File: src/rtl/fc_pkg.sv
// fc_pkg: shared constants, FSM state type and Q8.8 round/saturate helper for fc_output_mac.
// Revision: 1.0
`default_nettype none

package fc_pkg;

  localparam int DATA_W = 16;
  localparam int FRAC_W = 8;
  localparam int ACC_W  = 40;

  typedef enum logic [1:0] {
    ACCUM  = 2'd0,
    FINISH = 2'd1,
    OUT    = 2'd2
  } fc_mac_state_t;

  localparam logic signed [ACC_W:0] RND_HALF = (ACC_W+1)'(1) << (FRAC_W - 1);
  localparam logic signed [ACC_W:0] SAT_MAX  = (ACC_W+1)'((1 << (DATA_W - 1)) - 1);
  localparam logic signed [ACC_W:0] SAT_MIN  = -SAT_MAX - (ACC_W+1)'(1);

  // One extra bit of headroom so the rounding constant can never wrap the sum.
  function automatic logic [DATA_W-1:0] sat_q88(input logic [ACC_W-1:0] acc);
    logic signed [ACC_W:0] t;
    logic signed [ACC_W:0] r;
    t = {acc[ACC_W-1], acc};
    t = t + RND_HALF;
    r = t >>> FRAC_W;
    if (r > SAT_MAX)
      return SAT_MAX[DATA_W-1:0];
    else if (r < SAT_MIN)
      return SAT_MIN[DATA_W-1:0];
    else
      return r[DATA_W-1:0];
  endfunction

endpackage

`default_nettype wire

File: src/rtl/fc_round_sat.sv
// fc_round_sat: one output lane -- bias add, round-half-up, shift to Q8.8, saturate, optional ReLU.
// Build option: FC_OUTPUT_RELU_EN clamps negative results to zero. Revision: 1.0
`default_nettype none

module fc_round_sat
  import fc_pkg::*;
(
  input  logic [ACC_W-1:0]  acc,
  input  logic [DATA_W-1:0] bias,
  output logic [DATA_W-1:0] result
);

  logic [ACC_W-1:0]  biased;
  logic [DATA_W-1:0] sat;

  always_comb begin
    biased = acc + ({{(ACC_W-DATA_W){bias[DATA_W-1]}}, bias} << FRAC_W);
    sat    = sat_q88(biased);
`ifdef FC_OUTPUT_RELU_EN
    result = sat[DATA_W-1] ? '0 : sat;
`else
    result = sat;
`endif
  end

endmodule

`default_nettype wire

File: src/rtl/fc_output_mac.sv
// fc_output_mac: streamed final FC layer MAC producing N_OUT registered Q8.8 scores with valid/ready.
// Build option: FC_OUTPUT_RELU_EN (see fc_round_sat). Revision: 1.0
`default_nettype none

module fc_output_mac
  import fc_pkg::*;
#(
  parameter int N_IN  = 64,
  parameter int N_OUT = 2
) (
  input  logic                    clk,
  input  logic                    rst,
  input  logic                    in_valid,
  output logic                    in_ready,
  input  logic [DATA_W-1:0]       in_data,
  input  logic                    in_last,
  input  logic [N_OUT*DATA_W-1:0] w_data,
  input  logic [N_OUT*DATA_W-1:0] bias,
  output logic                    out_valid,
  input  logic                    out_ready,
  output logic [N_OUT*DATA_W-1:0] values
);

  localparam int CNT_W = (N_IN > 1) ? $clog2(N_IN) : 1;
  localparam int PROD_W = 2 * DATA_W;

  fc_mac_state_t           state;
  logic [CNT_W-1:0]        cnt;
  logic [ACC_W-1:0]        acc      [N_OUT];
  logic signed [PROD_W-1:0] prod    [N_OUT];
  logic [N_OUT*DATA_W-1:0] lane_res;
  logic                    accept;

  assign accept = in_valid && in_ready && (state == ACCUM);

  always_comb begin
    for (int j = 0; j < N_OUT; j++)
      prod[j] = $signed(in_data) * $signed(w_data[j*DATA_W +: DATA_W]);
  end

  generate
    for (genvar j = 0; j < N_OUT; j++) begin : g_lane
      fc_round_sat u_round_sat (
        .acc    (acc[j]),
        .bias   (bias[j*DATA_W +: DATA_W]),
        .result (lane_res[j*DATA_W +: DATA_W])
      );
    end
  endgenerate

  // in_ready is a registered copy of "state is ACCUM" so it stays low through reset.
  always_ff @(posedge clk) begin
    if (rst) begin
      state     <= ACCUM;
      cnt       <= '0;
      out_valid <= 1'b0;
      in_ready  <= 1'b0;
      values    <= '0;
      for (int j = 0; j < N_OUT; j++)
        acc[j] <= '0;
    end else begin
      case (state)
        ACCUM: begin
          in_ready <= 1'b1;
          if (accept) begin
            for (int j = 0; j < N_OUT; j++)
              acc[j] <= acc[j] + {{(ACC_W-PROD_W){prod[j][PROD_W-1]}}, prod[j]};
            cnt <= cnt + 1'b1;
            if (in_last || (cnt == CNT_W'(N_IN - 1))) begin
              state    <= FINISH;
              in_ready <= 1'b0;
            end
          end
        end
        FINISH: begin
          values    <= lane_res;
          out_valid <= 1'b1;
          state     <= OUT;
        end
        OUT: begin
          if (out_ready) begin
            out_valid <= 1'b0;
            cnt       <= '0;
            in_ready  <= 1'b1;
            state     <= ACCUM;
            for (int j = 0; j < N_OUT; j++)
              acc[j] <= '0;
          end
        end
        default: begin
          state    <= ACCUM;
          in_ready <= 1'b0;
        end
      endcase
    end
  end

endmodule

`default_nettype wire

File: config.mk
export PLATFORM = sky130hd
export DESIGN_NAME = fc_output_mac
export DESIGN_NICKNAME = d
export VERILOG_FILES = /design/src/rtl/fc_pkg.sv /design/src/rtl/fc_round_sat.sv /design/src/rtl/fc_output_mac.sv
export SDC_FILE = /design/constraint.sdc
export NUM_CORES = 2
export LEC_CHECK = 0
export ABC_AREA = 1
export ABC_CLOCK_PERIOD_IN_PS = 9400
export CAP_MARGIN = 15
export CORE_MARGIN = 8
export CORE_UTILIZATION = 25
export CTS_CLUSTER_SIZE = 16
export DETAILED_ROUTE_END_ITERATION = 8
export DONT_BUFFER_PORTS = 1
export MAX_ROUTING_LAYER = met4
export SKIP_CTS_REPAIR_TIMING = 1
export SYNTH_ARGS = -nofsm -noshare
export SYNTH_HDL_FRONTEND = slang
export SYNTH_SLANG_ARGS = --single-unit
File: constraint.sdc
create_clock -name clk -period 9.4 [get_ports clk]
set_clock_uncertainty 0.1 [all_clocks]
set_input_delay 1.41 -clock clk [delete_from_list [all_inputs] [get_ports clk]]
set_output_delay 1.41 -clock clk [all_outputs]
set_load 0.01 [all_outputs]
### Word-level counts from Yosys, hierarchy flattened

Memories as Yosys holds them, arrays and structs flattened.
Index checks and enable logic that the tools add are counted.

| cells by class | value |
|---|---|
| add/sub/neg operators | 7 |
| multipliers | 2 |
| $lt $le $gt $ge | 4 |
| equality and inequality tests | 6 |
| multiplexer cells | 31 |
| bitwise operators | 5 |
| reduce and logical (&&, ||, !) cells | 10 |

Operator list:

| kind | count |
|---|---|
| 40-bit adder | 4 |
| 40-bit 2-to-1 mux | 4 |
| 40-bit by 9-bit adder with 41-bit output, second input constant | 2 |
| 33-bit by 16-bit > comparator with 1-bit output, second input constant | 2 |
| 33-bit by 16-bit less-than comparator with 1-bit output, second input constant | 2 |
| 16-bit by 16-bit multiplier with 32-bit output | 2 |
| 16-bit 2-to-1 mux | 4 |
| 1-bit 2-to-1 mux | 14 |
| 6-bit 2-to-1 mux | 2 |
| 6-bit one-hot mux with 2 select lines | 1 |
| 6-bit by 1-bit adder with 6-bit output, second input constant | 1 |
| 6-bit equality test, second input constant | 1 |
| 2-bit 2-to-1 mux | 3 |
| 2-bit one-hot mux with 3 select lines | 1 |
| 3-bit AND reduction | 2 |
| 2-bit != test, second input constant | 2 |
| 1-bit bitwise OR | 4 |
| 2-bit AND reduction | 2 |
| 2-bit nonzero test | 2 |
| 1-bit one-hot mux with 3 select lines | 1 |
| 2-bit by 1-bit equality test with 1-bit output, second input constant | 1 |
| 2-bit equality test, second input constant | 1 |
| 1-bit logical AND | 2 |
| 2-bit logical NOT | 1 |
| 4 further kinds | 4 |

| word-level totals | value |
|---|---|
| bits in registers | 42 |
| bits in writable memories | 80 |
| output and inout bits | 34 |
| word-level logic and storage cells | 71 |
| memories kept | 1 |

Memory list:

| name | depth | width | read ports | clocked after Yosys merged registers in | write ports | line | text |
|---|---|---|---|---|---|---|---|
| acc | 2 | 40 | 2 | 0 | 2 | fc_output_mac.sv:29 | `logic [ACC_W-1:0] acc [N_OUT];` |

### Depth between registers and ports, before layout

| depth | value |
|---|---|
| depth in word-level cells | 8 |
| mapped depth | 43 |
| depth with buffers taken out | 41 |

### By module

From an unflattened synthesis, not the netlist that was laid out.

| unflattened totals | value |
|---|---|
| cells, all modules | 5,987 |
| area, all modules | 39,412.8 um2 |

Modules (own cells, without submodules):

| module | instances | cells each | area an instance (um2) | seq. area each (um2) |
|---|---|---|---|---|
| fc_output_mac | 1 | 4,279 | 31,127.4 | 3,243.1 |
| fc_round_sat | 2 | 854 | 4,142.7 | 0.0 |

### Worst setup path before layout

Ideal clock, no wire load.

| timing | value |
|---|---|
| path kind | input port to flip-flop |
| start | in w_data[3] |
| end | mem acc[0][39], data pin |
| setup time | 0.256 ns |
| arrival time | 8.672 ns |
| required time | 9.044 ns |
| path slack | 0.372 ns |
| stages on the path | 37 |
| buffers on the path | 2 |
| path through | clkbuf_1 clkbuf_1 nand2_1 fa_1 fa_1 fa_1 inv_1 ha_1 fa_1 inv_1 fa_1 inv_1 ha_1 nand2_1 nor3_1 nand2_1 nand2_1 a21boi_1 o21ai_0 a21boi_1 o21ai_0 a21boi_1 o21ai_0 xor2_1 ha_1 nand2_1 nor2_1 inv_1 nor2_1 inv_1 nor3_1 nand3_1 nand3_1 xnor2_1 inv_1 o21ai_0 nor2_1 |

RTL lines:

| what | line | text |
|---|---|---|
| from (decl) | fc_output_mac.sv:17 | `input logic [N_OUT*DATA_W-1:0] w_data,` |
| to (decl) | fc_output_mac.sv:29 |  |

==> out/results.tsv <==
metric	value	unit
htreeDepth	4	
vias_per_cell	4.471	
rsz0062_at_grt	false	
boundaryPins	119	
core	145900	um2
detail_route.iter0.violations	2086	
tightestPinTransition	1069	ps
synth-seq-cells	122	
status	complete, no violations	
grt_pass1_vias	32190	
synth_edf_count	80	
ant_nets	0	
clkLatencyLatePin	480	ps
ff_latch_area	3243	um2
startpoint_type	input port	
async_reset_ff_share	0	%
cts_buffers	17	
synth_cell_types	60	
synth-xor-area-share	2.596	%
syn2layout_area_growth	7.627	%
max_stage_delay	550	ps
fp.dieH	399.6	um
first_pass_iters	5	
synth_area	36780	um2
yosysSeqAreaShare	8.818	%
grt_usage	13.92	%
timing.final.max_slew_violations	0	
antenna_found_initial	0	
worstHoldPathType	reg -> reg	
end_kind	flop	
crit_start	w_data[20]	
synth_fp_nets	6228	
crit_top_cell	fa_1	
setup_violations	0	
cts_max_path_buffers	2	
multi_input_area	28010	um2
synth-simple-area-share	24.91	%
nets	6150	
grt_pass1_wl	173300	um
yosys_warnings	0	
drive_above_1_share	4.776	%
wl_per_cell	15.14	um
cts.clk_slew.worst_paths	70	ps
synth_mux_area_share	0.02721	%
synthFlopType	edfxtp_1	
crit_path_top_delay_cell	fa_1	
synth_fa_ha_area_share	39.45	%
die_area	159700	um2
clock_sinks	122	
synth_compound_area_share	9.090	%
row_count	140	
layout_min_cycle_time	8863	ps
timing.rr.start	acc[0][8]$_SDFFCE_PP0P_	
synth_top_family_by_area	adder cells	
drt_wl_total	108400	um
numPortBuffers	0	
cts_tree	built	
drc	0	
start_util	25.21	%
root_buffer	clkbuf_16	
min_period_over_period	94.29	%
critPathRequiredTime	9520	ps
hold_violations	0	
synth.avg_cell_area	6.940	um2
finalSetupTns	0	ps
grt_max_degree	58	
place_hpwl	91820	um
max_slew_margin	28.74	%
n_fill_cell	16180	
grt_overflow	0	
drv_cap	0	
worstHoldStart	cnt[1]$_SDFFE_PP0P_	
die_w	399.6	um
path_max_fanout	16	
worstPathArrival	8980	ps
syn-instance-count	5300	
gp_congestion	0.9332	
worstSetupPathType	in -> reg	
fmax	0.1128	GHz
vias	31990	
==> per-stage QoR <==
| stage | setup slack (ps) | util (%) | cell area (um2) | hold slack [ps] | instances |
|---|---|---|---|---|---|
| 4_1_cts | 548.8 | 27.11 | 39560 | 407.8 | 7152 |
| 3_5_place_dp | 29.36 | 26.69 | 38940 | 394.7 | 7120 |
| 3_3_place_gp | 53.03 | 26.69 | 38940 | 385.4 | 7120 |
| 2_1_floorplan | 371.8 | - | 36780 | 370.0 | 5300 |
| 6_report | 536.7 | 27.13 | 39590 | 403.6 | 7156 |
| 5_1_grt | 33.94 | 27.12 | 39580 | 446.9 | 7152 |
==> worst paths after layout <==
kind / to / slack (ps) / depth (start not counted)
worst max-delay path: acc[0][79]$_SDFFCE_PP0P_ / 540 / 31
worst max register to register: values[5]$_SDFFE_PP0P_ / 4960 / 16
worst min-delay path: cnt[1]$_SDFFE_PP0P_ / 400 / 2
worst min register to register: cnt[1]$_SDFFE_PP0P_ / 400 / 2
==> layer usage <==
metal,vias to the layer above,track usage (%),routed length (um)
met5,-,-,0
met4,0,3.671,2540
met3,120,2.895,7972
met2,799,22.18,48980
met1,15250,18.00,48870
li1,15820,-,-
==> registers in the layout, summed over array words and instances (netlist names) <==
signal / cells
values: 32
state: 2
in_ready: 1
cnt: 6
out_valid: 1
acc: 80
==> critical path, delay by kind of cell <==
kind / cells / cell delay [ps]
xor gates and xnor gates: 2 / 330
and+or+nand+nor: 4 / 630
adders and majority gates: 8 / 3650
AOI/OAI and AO/OA: 12 / 2660
buffers and inverters: 5 / 270
==> logic make-up after synthesis <==
kind of cell / after synthesis
adder cells (fa/ha/maj): 843
flip-flops: 122
buffers and inverters: 1473
multiplexers: 1
AND/OR/NAND/NOR: 2155
XOR/XNOR: 109
AO/OA/AOI/OAI: 597
==> placed cells by master (no fill, tap or decap), types with 33 or more instances in the layout <==
cell type and n:
nand2_1 1408, inv_1 1313, fa_1 528, nor2_1 320, ha_1 315, a21oi_1 292
nand3_1 193, o21ai_0 176, edfxtp_1 80, xor2_1 61, nand2_2 56, xnor2_1 47
dfxtp_1 42, nand4_1 40, nor3_1 33
==> cell usage after synthesis (4+ instances only) <==
cell type / instances / area, um2
o21ai_0: 177 / 885.9
nor2_2: 20 / 125.1
nand4_1: 40 / 250.2
o21a_1: 27 / 202.7
a21boi_0: 7 / 52.55
nor2_4: 11 / 123.9
nand2_2: 56 / 350.3
nor3_2: 7 / 70.07
inv_2: 26 / 97.59
nand2_4: 4 / 45.04
a21oi_2: 22 / 192.7
nand3b_1: 7 / 52.55
nand3_1: 193 / 965.9
dfxtp_1: 42 / 840.8
o211ai_1: 4 / 30.03
a21o_1: 9 / 67.56
fa_1: 528 / 10570
nand3_2: 20 / 200.2
nor3_1: 33 / 165.2
xnor2_1: 47 / 411.6
or2_2: 4 / 25.02
edfxtp_1: 80 / 2402
ha_1: 315 / 3941
clkinv_1: 5 / 18.77
xor2_1: 62 / 543.0
clkbuf_1: 124 / 465.5
nand2_1: 1409 / 5289
nor4_1: 5 / 31.28
nor2_1: 321 / 1205
inv_1: 1313 / 4928
o21bai_1: 13 / 97.59
o221ai_1: 5 / 43.79
a31oi_1: 15 / 93.84
and2_1: 7 / 43.79
a21oi_1: 293 / 1466
==> layout make-up <==
cell class                      count  share of cell area, %
Antenna cell                        4                0.02529
Clock buffer                       19                  1.094
Clock inverter                     13                 0.4868
Inverter                         1344                  12.74
Multi-Input combinational cell   3705                  70.76
Sequential cell                   122                  8.193
Tap cell                         1917                  6.059
Timing Repair Buffer               32                 0.6385
Power is not shown: default switching activity piles up to over one toggle a cycle in this logic, so the estimate is an artifact.
